File: config.mk
export PLATFORM = sky130hd
export DESIGN_NAME = axis_axi_burst_writer_flat
export DESIGN_NICKNAME = d
export VERILOG_FILES = /design/src/rtl/axis_axi_burst_writer_pkg.sv /design/src/rtl/axis_axi_burst_writer_if.sv /design/src/rtl/axi_burst_len_calc.sv /design/src/rtl/axis_axi_burst_writer.sv /design/src/flat_wrapper.sv
export SDC_FILE = /design/constraint.sdc
export NUM_CORES = 1
export LEC_CHECK = 0
export BUFFER_PORTS_ARGS = -buffer_cell sky130_fd_sc_hd__buf_2
export CELL_PAD_IN_SITES_DETAIL_PLACEMENT = 0
export CELL_PAD_IN_SITES_GLOBAL_PLACEMENT = 1
export CORE_MARGIN = 3
export CORE_UTILIZATION = 35
export DETAILED_ROUTE_END_ITERATION = 12
export GPL_TIMING_DRIVEN = 0
export HOLD_SLACK_MARGIN = 0.15
export MAX_ROUTING_LAYER = met4
export PLACE_DENSITY_LB_ADDON = 0.1
export SYNTH_ARGS = -nofsm -noshare
export SYNTH_HDL_FRONTEND = slang
export SYNTH_HIERARCHICAL = 1
export SYNTH_SLANG_ARGS = --single-unit
File: constraint.sdc
create_clock -name clk -period 3.67 [get_ports clk]
set_input_delay 0 -clock clk [delete_from_list [all_inputs] [get_ports clk]]
set_output_delay 0 -clock clk [all_outputs]
set_load 0.05 [all_outputs]
File: src/rtl/axis_axi_burst_writer_pkg.sv
// rtl/axis_axi_burst_writer_pkg.sv - shared AXI constants and FSM encoding for the burst writer
package axis_axi_burst_writer_pkg;

  localparam logic [1:0] BURST_INCR  = 2'b01;
  localparam logic [1:0] RESP_OKAY   = 2'b00;
  localparam int         BOUNDARY_4K = 4096;

  typedef logic [1:0] state_t;

  localparam state_t ST_IDLE = 2'd0;
  localparam state_t ST_ADDR = 2'd1;
  localparam state_t ST_DATA = 2'd2;
  localparam state_t ST_RESP = 2'd3;

endpackage

File: src/rtl/axis_axi_burst_writer_if.sv
// rtl/axis_axi_burst_writer_if.sv - config, stream and AXI write channels of the burst writer
interface axis_axi_burst_writer_if #(
  parameter int DATA_WIDTH = 32,
  parameter int ADDR_WIDTH = 16,
  parameter int STRB_WIDTH = DATA_WIDTH / 8,
  parameter int ID_WIDTH   = 8,
  parameter int LEN_WIDTH  = 20
) ();

  logic [ADDR_WIDTH-1:0] cfg_base_addr;
  logic [LEN_WIDTH-1:0]  cfg_len;
  logic                  start;
  logic                  busy;
  logic                  done;
  logic                  error;

  logic [DATA_WIDTH-1:0] s_axis_tdata;
  logic                  s_axis_tvalid;
  logic                  s_axis_tready;

  logic [ID_WIDTH-1:0]   m_axi_awid;
  logic [ADDR_WIDTH-1:0] m_axi_awaddr;
  logic [7:0]            m_axi_awlen;
  logic [2:0]            m_axi_awsize;
  logic [1:0]            m_axi_awburst;
  logic                  m_axi_awvalid;
  logic                  m_axi_awready;
  logic [DATA_WIDTH-1:0] m_axi_wdata;
  logic [STRB_WIDTH-1:0] m_axi_wstrb;
  logic                  m_axi_wlast;
  logic                  m_axi_wvalid;
  logic                  m_axi_wready;
  logic [ID_WIDTH-1:0]   m_axi_bid;
  logic [1:0]            m_axi_bresp;
  logic                  m_axi_bvalid;
  logic                  m_axi_bready;

  modport master (
    input  cfg_base_addr, cfg_len, start,
    output busy, done, error,
    input  s_axis_tdata, s_axis_tvalid,
    output s_axis_tready,
    output m_axi_awid, m_axi_awaddr, m_axi_awlen, m_axi_awsize, m_axi_awburst, m_axi_awvalid,
    input  m_axi_awready,
    output m_axi_wdata, m_axi_wstrb, m_axi_wlast, m_axi_wvalid,
    input  m_axi_wready,
    input  m_axi_bid, m_axi_bresp, m_axi_bvalid,
    output m_axi_bready
  );

  modport slave (
    output cfg_base_addr, cfg_len, start,
    input  busy, done, error,
    output s_axis_tdata, s_axis_tvalid,
    input  s_axis_tready,
    input  m_axi_awid, m_axi_awaddr, m_axi_awlen, m_axi_awsize, m_axi_awburst, m_axi_awvalid,
    output m_axi_awready,
    input  m_axi_wdata, m_axi_wstrb, m_axi_wlast, m_axi_wvalid,
    output m_axi_wready,
    output m_axi_bid, m_axi_bresp, m_axi_bvalid,
    input  m_axi_bready
  );

endinterface

File: src/rtl/axi_burst_len_calc.sv
// rtl/axi_burst_len_calc.sv - burst size = min(remaining words, max burst, words left in the 4 KB page)
module axi_burst_len_calc
  import axis_axi_burst_writer_pkg::*;
#(
  parameter int STRB_WIDTH    = 4,
  parameter int MAX_BURST_LEN = 16,
  parameter int LEN_WIDTH     = 20
) (
  input  logic [LEN_WIDTH-1:0] i_remaining,
  input  logic [11:0]          i_addr_low,
  output logic [8:0]           o_burst
);

  localparam int SZ = $clog2(STRB_WIDTH);
  localparam int CW = (LEN_WIDTH > 13) ? LEN_WIDTH : 13;

  logic [12:0]   w_bytes_to_4k;
  logic [12:0]   w_words_to_4k;
  logic [12:0]   w_cap;
  logic [CW-1:0] w_remaining;
  logic [CW-1:0] w_cap_ext;

  // 13 bits so an address at the page start yields the full 4096 bytes
  assign w_bytes_to_4k = 13'(BOUNDARY_4K) - {1'b0, i_addr_low};
  assign w_words_to_4k = w_bytes_to_4k >> SZ;
  assign w_cap         = (w_words_to_4k < 13'(MAX_BURST_LEN)) ? w_words_to_4k : 13'(MAX_BURST_LEN);
  assign w_remaining   = CW'(i_remaining);
  assign w_cap_ext     = CW'(w_cap);
  assign o_burst       = (w_remaining < w_cap_ext) ? 9'(w_remaining) : 9'(w_cap);

endmodule

File: src/rtl/axis_axi_burst_writer.sv
// rtl/axis_axi_burst_writer.sv - drains an AXI-Stream into memory as single-outstanding AXI4 INCR bursts
module axis_axi_burst_writer
  import axis_axi_burst_writer_pkg::*;
#(
  parameter int DATA_WIDTH    = 32,
  parameter int ADDR_WIDTH    = 16,
  parameter int STRB_WIDTH    = DATA_WIDTH / 8,
  parameter int ID_WIDTH      = 8,
  parameter int AXI_ID        = 0,
  parameter int MAX_BURST_LEN = 16,
  parameter int LEN_WIDTH     = 20
) (
  input  logic                    clk,
  input  logic                    rst,
  axis_axi_burst_writer_if.master bus
);

  localparam int SZ = $clog2(STRB_WIDTH);
  localparam logic [ADDR_WIDTH-1:0] LOW_MASK = ADDR_WIDTH'((1 << SZ) - 1);

  if (ADDR_WIDTH < 12) begin : g_bad_addr_width
    $error("ADDR_WIDTH must be at least 12");
  end
  if ((STRB_WIDTH & (STRB_WIDTH - 1)) != 0) begin : g_bad_strb_width
    $error("STRB_WIDTH must be a power of two");
  end
  if (MAX_BURST_LEN < 1 || MAX_BURST_LEN > 256) begin : g_bad_burst_len
    $error("MAX_BURST_LEN must be in 1..256");
  end

  state_t                r_state;
  state_t                w_state_nxt;
  logic [ADDR_WIDTH-1:0] r_addr;
  logic [LEN_WIDTH-1:0]  r_remaining;
  logic [7:0]            r_beat_cnt;
  logic [8:0]            r_burst;
  logic [ADDR_WIDTH-1:0] r_awaddr;
  logic [7:0]            r_awlen;
  logic                  r_awvalid;
  logic                  r_bready;
  logic                  r_busy;
  logic                  r_done;
  logic                  r_error;

  logic [8:0]            w_burst;
  logic                  w_wvalid;
  logic                  w_tready;
  logic                  w_wlast;
  logic                  w_w_hs;
  logic                  w_b_hs;
  logic                  w_last_burst;
  logic [ADDR_WIDTH-1:0] w_base_aligned;
  logic [ID_WIDTH-1:0]   w_unused_bid;

  axi_burst_len_calc #(
    .STRB_WIDTH    (STRB_WIDTH),
    .MAX_BURST_LEN (MAX_BURST_LEN),
    .LEN_WIDTH     (LEN_WIDTH)
  ) u_len_calc (
    .i_remaining (r_remaining),
    .i_addr_low  (r_addr[11:0]),
    .o_burst     (w_burst)
  );

  assign w_base_aligned = bus.cfg_base_addr & ~LOW_MASK;
  assign w_w_hs         = w_wvalid & bus.m_axi_wready;
  assign w_b_hs         = bus.m_axi_bvalid & r_bready;
  assign w_last_burst   = (r_remaining == LEN_WIDTH'(r_burst));
  assign w_unused_bid   = bus.m_axi_bid;

  always_ff @(posedge clk or posedge rst) begin
    if (rst) r_state <= ST_IDLE;
    else     r_state <= w_state_nxt;
  end

  always_comb begin
    w_state_nxt = r_state;
    case (r_state)
      ST_IDLE: if (bus.start && bus.cfg_len != '0)   w_state_nxt = ST_ADDR;
      ST_ADDR: if (r_awvalid && bus.m_axi_awready)   w_state_nxt = ST_DATA;
      ST_DATA: if (w_w_hs && w_wlast)                w_state_nxt = ST_RESP;
      ST_RESP: if (w_b_hs) w_state_nxt = w_last_burst ? ST_IDLE : ST_ADDR;
      default:                                       w_state_nxt = ST_IDLE;
    endcase
  end

  // W channel is a zero-latency pass-through of the stream, only open in DATA
  always_comb begin
    w_wvalid = 1'b0;
    w_tready = 1'b0;
    w_wlast  = 1'b0;
    if (r_state == ST_DATA) begin
      w_wvalid = bus.s_axis_tvalid;
      w_tready = bus.m_axi_wready;
      w_wlast  = (r_beat_cnt == 8'd0);
    end
  end

  always_ff @(posedge clk or posedge rst) begin
    if (rst) begin
      r_addr      <= '0;
      r_remaining <= '0;
      r_beat_cnt  <= '0;
      r_burst     <= '0;
      r_awaddr    <= '0;
      r_awlen     <= '0;
      r_awvalid   <= 1'b0;
      r_bready    <= 1'b0;
      r_busy      <= 1'b0;
      r_done      <= 1'b0;
      r_error     <= 1'b0;
    end else begin
      r_done <= 1'b0;
      case (r_state)
        ST_IDLE: begin
          if (bus.start) begin
            r_addr      <= w_base_aligned;
            r_remaining <= bus.cfg_len;
            r_error     <= 1'b0;
            if (bus.cfg_len == '0) r_done <= 1'b1;
            else                   r_busy <= 1'b1;
          end
        end
        ST_ADDR: begin
          // burst size is frozen with the AW beat so RESP advances by what was issued
          if (!r_awvalid) begin
            r_awvalid <= 1'b1;
            r_awaddr  <= r_addr;
            r_awlen   <= 8'(w_burst - 9'd1);
            r_burst   <= w_burst;
          end else if (bus.m_axi_awready) begin
            r_awvalid  <= 1'b0;
            r_beat_cnt <= r_awlen;
          end
        end
        ST_DATA: begin
          if (w_w_hs) begin
            if (w_wlast) r_bready   <= 1'b1;
            else         r_beat_cnt <= r_beat_cnt - 8'd1;
          end
        end
        ST_RESP: begin
          if (w_b_hs) begin
            r_bready    <= 1'b0;
            if (bus.m_axi_bresp != RESP_OKAY) r_error <= 1'b1;
            r_addr      <= r_addr + (ADDR_WIDTH'(r_burst) << SZ);
            r_remaining <= r_remaining - LEN_WIDTH'(r_burst);
            if (w_last_burst) begin
              r_done <= 1'b1;
              r_busy <= 1'b0;
            end
          end
        end
        default: ;
      endcase
    end
  end

  assign bus.busy          = r_busy;
  assign bus.done          = r_done;
  assign bus.error         = r_error;
  assign bus.s_axis_tready = w_tready;
  assign bus.m_axi_awid    = ID_WIDTH'(AXI_ID);
  assign bus.m_axi_awaddr  = r_awaddr;
  assign bus.m_axi_awlen   = r_awlen;
  assign bus.m_axi_awsize  = 3'(SZ);
  assign bus.m_axi_awburst = BURST_INCR;
  assign bus.m_axi_awvalid = r_awvalid;
  assign bus.m_axi_wdata   = bus.s_axis_tdata;
  assign bus.m_axi_wstrb   = '1;
  assign bus.m_axi_wlast   = w_wlast;
  assign bus.m_axi_wvalid  = w_wvalid;
  assign bus.m_axi_bready  = r_bready;

endmodule

File: src/flat_wrapper.sv
// flat-port wrapper written by rule: the top's interface ports become plain ports
module axis_axi_burst_writer_flat import axis_axi_burst_writer_pkg::*;
#(
  parameter int DATA_WIDTH    = 32,
  parameter int ADDR_WIDTH    = 16,
  parameter int STRB_WIDTH    = DATA_WIDTH / 8,
  parameter int ID_WIDTH      = 8,
  parameter int AXI_ID        = 0,
  parameter int MAX_BURST_LEN = 16,
  parameter int LEN_WIDTH     = 20
)
  (clk, rst, bus_cfg_base_addr, bus_cfg_len, bus_start, bus_busy, bus_done, bus_error, bus_s_axis_tdata, bus_s_axis_tvalid, bus_s_axis_tready, bus_m_axi_awid, bus_m_axi_awaddr, bus_m_axi_awlen, bus_m_axi_awsize, bus_m_axi_awburst, bus_m_axi_awvalid, bus_m_axi_awready, bus_m_axi_wdata, bus_m_axi_wstrb, bus_m_axi_wlast, bus_m_axi_wvalid, bus_m_axi_wready, bus_m_axi_bid, bus_m_axi_bresp, bus_m_axi_bvalid, bus_m_axi_bready);
  axis_axi_burst_writer_if #(.DATA_WIDTH(DATA_WIDTH), .ADDR_WIDTH(ADDR_WIDTH), .STRB_WIDTH(STRB_WIDTH), .ID_WIDTH(ID_WIDTH), .LEN_WIDTH(LEN_WIDTH)) bus_i ();
  input  logic clk;
  input  logic rst;
  input wire logic [$bits(bus_i.cfg_base_addr)-1:0] bus_cfg_base_addr;
  input wire logic [$bits(bus_i.cfg_len)-1:0] bus_cfg_len;
  input wire logic [$bits(bus_i.start)-1:0] bus_start;
  output wire logic [$bits(bus_i.busy)-1:0] bus_busy;
  output wire logic [$bits(bus_i.done)-1:0] bus_done;
  output wire logic [$bits(bus_i.error)-1:0] bus_error;
  input wire logic [$bits(bus_i.s_axis_tdata)-1:0] bus_s_axis_tdata;
  input wire logic [$bits(bus_i.s_axis_tvalid)-1:0] bus_s_axis_tvalid;
  output wire logic [$bits(bus_i.s_axis_tready)-1:0] bus_s_axis_tready;
  output wire logic [$bits(bus_i.m_axi_awid)-1:0] bus_m_axi_awid;
  output wire logic [$bits(bus_i.m_axi_awaddr)-1:0] bus_m_axi_awaddr;
  output wire logic [$bits(bus_i.m_axi_awlen)-1:0] bus_m_axi_awlen;
  output wire logic [$bits(bus_i.m_axi_awsize)-1:0] bus_m_axi_awsize;
  output wire logic [$bits(bus_i.m_axi_awburst)-1:0] bus_m_axi_awburst;
  output wire logic [$bits(bus_i.m_axi_awvalid)-1:0] bus_m_axi_awvalid;
  input wire logic [$bits(bus_i.m_axi_awready)-1:0] bus_m_axi_awready;
  output wire logic [$bits(bus_i.m_axi_wdata)-1:0] bus_m_axi_wdata;
  output wire logic [$bits(bus_i.m_axi_wstrb)-1:0] bus_m_axi_wstrb;
  output wire logic [$bits(bus_i.m_axi_wlast)-1:0] bus_m_axi_wlast;
  output wire logic [$bits(bus_i.m_axi_wvalid)-1:0] bus_m_axi_wvalid;
  input wire logic [$bits(bus_i.m_axi_wready)-1:0] bus_m_axi_wready;
  input wire logic [$bits(bus_i.m_axi_bid)-1:0] bus_m_axi_bid;
  input wire logic [$bits(bus_i.m_axi_bresp)-1:0] bus_m_axi_bresp;
  input wire logic [$bits(bus_i.m_axi_bvalid)-1:0] bus_m_axi_bvalid;
  output wire logic [$bits(bus_i.m_axi_bready)-1:0] bus_m_axi_bready;
  assign bus_i.cfg_base_addr = bus_cfg_base_addr;
  assign bus_i.cfg_len = bus_cfg_len;
  assign bus_i.start = bus_start;
  assign bus_busy = bus_i.busy;
  assign bus_done = bus_i.done;
  assign bus_error = bus_i.error;
  assign bus_i.s_axis_tdata = bus_s_axis_tdata;
  assign bus_i.s_axis_tvalid = bus_s_axis_tvalid;
  assign bus_s_axis_tready = bus_i.s_axis_tready;
  assign bus_m_axi_awid = bus_i.m_axi_awid;
  assign bus_m_axi_awaddr = bus_i.m_axi_awaddr;
  assign bus_m_axi_awlen = bus_i.m_axi_awlen;
  assign bus_m_axi_awsize = bus_i.m_axi_awsize;
  assign bus_m_axi_awburst = bus_i.m_axi_awburst;
  assign bus_m_axi_awvalid = bus_i.m_axi_awvalid;
  assign bus_i.m_axi_awready = bus_m_axi_awready;
  assign bus_m_axi_wdata = bus_i.m_axi_wdata;
  assign bus_m_axi_wstrb = bus_i.m_axi_wstrb;
  assign bus_m_axi_wlast = bus_i.m_axi_wlast;
  assign bus_m_axi_wvalid = bus_i.m_axi_wvalid;
  assign bus_i.m_axi_wready = bus_m_axi_wready;
  assign bus_i.m_axi_bid = bus_m_axi_bid;
  assign bus_i.m_axi_bresp = bus_m_axi_bresp;
  assign bus_i.m_axi_bvalid = bus_m_axi_bvalid;
  assign bus_m_axi_bready = bus_i.m_axi_bready;
  axis_axi_burst_writer #(.DATA_WIDTH(DATA_WIDTH), .ADDR_WIDTH(ADDR_WIDTH), .STRB_WIDTH(STRB_WIDTH), .ID_WIDTH(ID_WIDTH), .AXI_ID(AXI_ID), .MAX_BURST_LEN(MAX_BURST_LEN), .LEN_WIDTH(LEN_WIDTH)) u_core (.clk(clk), .rst(rst), .bus(bus_i));
endmodule
==> impl_metrics.ini <==
[cells_and_area]
multi_input_area_um2 = 3445
layout.cells.most_common_list = buf_2 (105), dfrtp_1 (79), buf_4 (78), nand2_1 (70), a21oi_1 (45)
drive_gt1_share_pct = 30.20
syn_to_final_growth_pct = 33.85
utilization_pct = 48.59
regArea_um2 = 2003
nNetsFinal = 1001
n_fill_cell = 1610
final_common_cell = buf_2

[setup_path]
endpoint_kind = flop
crit_chain = or4_4 -> buf_4 -> buf_4 -> nand2_1 -> nand3_1 -> ha_1 -> o211ai_1 -> or3_1 -> a311o_1 -> nand2_4 -> mux2i_4 -> inv_2 -> ha_4 -> or4bb_1 -> xor2_1 -> o21ai_1
path_class = reg -> reg
cpMostUsedCell = buf_4
worstPathRequired_ps = 3890
cpMaxStageDelayCell = or4_4
critPathTopFamily = simple AND/OR/NAND/NOR gates
cp_num_buf_inv = 3
cp_max_fo = 4
cp.arrival_ps = 4030
max_stage_delay_ps = 490
startpoint_type = flop

[placed_design]
finalWeightedCongestion = 0.8889
dp_hpwl_um = 13550
port-buffer-count = 104
dp_worst_setup_slack_ps = -269.3

[timing]
drv_slew = 0
finalHoldViolCount = 0
finalCritPeriodShare_pct = 103.9
setup_viol_count_final = 4
rsz0062_at_grt = yes
max_freq_mhz = 262.2
setup_tns_ps = -338.1
relSlewSlack_pct = 37.79
setup_ws_ps = -143.8
skew_ps = 5.656
tightestPinTransition_ps = 924.6
min_period_ps = 3814

[synth]
yosys-top-cells-area = dfrtp_1 (34%), ha_1 (7.5%), buf_4 (6.5%)
avgSynthCellArea_um2 = 8.838
ys_ff_latch = 80
ys_warn_count = 6
synthArstFlopShare_pct = 100.0
synth_edf_count = 0
yosysTopAreaCellShare_pct = 34.22
synth_cell_types = 79
syn_inst = 662
ys_seq_area_share_pct = 34.22
synthFlopType = dfrtp_1
netlist_area_um2 = 5851
synth.largest_area_cell = dfrtp_1

[cts]
clock_latency_ps = 340
cts_tree = yes
cts_buffers = 9
clock_sinks = 80
ctsRootBufferMaster = clkbuf_16
cts.path.max_buffers = 2
path_clk_slew_ps = 60
cts_max_level = 3

[power]
leakage_uw = 0.003623
powerDensity_nw_per_um2 = 798.8
peakVddDrop_v = 0.0003089

[routing]
drt-total-wl_um = 18470
viasPerCell = 5.096
drc = 0
drtIter0Drc = 418
wl_met3_um = 1065
wl_met2_um = 8724
num_vias = 5611
drtAntennaViolNets = 0
wl_per_cell_um = 16.77
drt_pass1_iterations = 5
drt-met1-wl_um = 8416
top_layer = met4

[floorplan]
die_h_um = 135.3
row_count = 46
start_util_pct = 36.30
die_width_um = 135.3
core_area_um2 = 16120
die_area_um2 = 18300
num_io_pins = 166

[grt]
grt_pass1_wl_um = 28500
gr-usage-all-layers_pct = 20.39
grt_overflow = 0
grt_antenna_before_repair = 1
grt_max_degree = 51
grt_pass1_vias = 5301

[status]
violations = negative setup slack
status = finished, violations left

[worst_hold_path]
hold_class = in -> async

[job]
drv_cap = 0
layer usage:
| layer | global-route usage (%) | up-vias |
|---|---|---|
| li1 | - | 2733 |
| met1 | 27.48 | 2656 |
| met2 | 31.97 | 202 |
| met3 | 3.603 | 20 |
| met4 | 5.207 | 0 |
| met5 | - | - |
Yosys cell counts, types with 4 or more instances:
cell      instances
dfrtp_1          80
nand2_1          70
buf_4            51
a21oi_1          45
nor2_1           40
o21ai_0          40
ha_1             35
inv_1            33
mux2_2           22
clkbuf_1         18
mux2i_1          18
nor3_1           18
nand3_1          13
and3_1           12
o22a_1            9
nor4_1            8
a211oi_1          7
nand4_1           7
o22ai_1           7
xnor2_1           7
o21a_1            6
xor2_1            6
a31oi_1           5
and2_1            5
nor2b_1           5
o211ai_1          5
o21ai_1           5
a21o_1            4
and3_2            4
buf_1             4
or4_1             4
registers in the layout (all words and copies together), names as in the netlist:
register                  flops
u_core/r_addr                14
u_core/bus.m_axi_bready       1
u_core/r_remaining           20
u_core/bus.m_axi_awaddr      14
u_core/bus.error              1
u_core/bus.m_axi_awvalid      1
u_core/bus.done               1
u_core/bus.m_axi_awlen        8
u_core/r_beat_cnt             8
u_core/bus.busy               1
u_core/r_burst                9
u_core/r_state                2
where the power goes:
| group | switching [uW] | leakage [uW] | total [uW] | internal [uW] |
|---|---|---|---|---|
| Clock | 375 | 0.000132 | 830 | 455 |
| Sequential | 403 | 0.000968 | 1670 | 1270 |
| Combinational | 2420 | 0.00252 | 3760 | 1340 |
area by class of cell:
type	count	share of cell area, %
Clock buffer	10	2.924
Clock inverter	6	0.4633
Buffer	77	6.423
Inverter	33	1.614
Antenna cell	1	0.03195
Tap cell	216	3.451
Multi-Input combinational cell	500	43.98
Timing Repair Buffer	178	15.53
Sequential cell	80	25.58
worst register-to-register path: stages (launching register included):
cell      delay (ps)
dfrtp_1          390
or4_4            490
buf_4            150
buf_4            130
nand2_1           60
nand3_1          160
ha_1             330
o211ai_1          80
or3_1            350
a311o_1          330
nand2_4          140
mux2i_4           90
inv_2            100
ha_4             150
or4bb_1          490
xor2_1           170
o21ai_1           90
cells by family after synthesis:
group	after synthesis	share of synthesized area, %
AOI/OAI and AO/OA	162	18.20
other	3	0.1925
DFF	80	34.22
buffers and inverters	110	10.71
xor gates and xnor gates	13	1.946
adders and majority gates	37	8.169
muxes	41	7.570
and+or+nand+nor	216	18.99
per-stage QoR:
| stage | power [uW] | instances | hold slack (ps) | area, um2 |
|---|---|---|---|---|
| final | 6256 | 1101 | 218.5 | 7831 |
| after global routing | 6723 | 1101 | 253.0 | 7831 |
| after CTS | 6247 | 1092 | 234.4 | 7671 |
| after detailed placement | 5313 | 1011 | 47.23 | 6785 |
| after global placement | 5227 | 1010 | 256.5 | 6755 |
| after floorplan | 4273 | 690 | 147.8 | 5964 |
final timing paths:
| kind | startpoint | end | cells past startpoint | slack, ps |
|---|---|---|---|---|
| setup / recovery | u_core/r_addr[2] | u_core/bus.m_axi_awlen[6] | 16 | -140 |
| hold / removal | rst | u_core/bus.m_axi_awaddr[3] | 3 | 220 |
| setup reg to reg | u_core/r_addr[2] | u_core/bus.m_axi_awlen[6] | 16 | -140 |
| hold reg to reg | u_core/bus.m_axi_awaddr[9] | u_core/bus.m_axi_awaddr[9] | 1 | 500 |
| max in group asynchronous | rst | u_core/r_burst[4] | 4 | 2850 |
| min in group clk | bus_s_axis_tdata[27] | bus_m_axi_wdata[27] | 2 | 300 |
what timing repair did:
item	4_1_cts	5_1_grt
endpoints found under the hold margin	119	0
pin swaps	9	9
hold buffers	42	0
endpoints found under the setup margin	5	8
resized for setup	10	18
buffers inserted	23	8
Power figures use the tool's default switching activity.
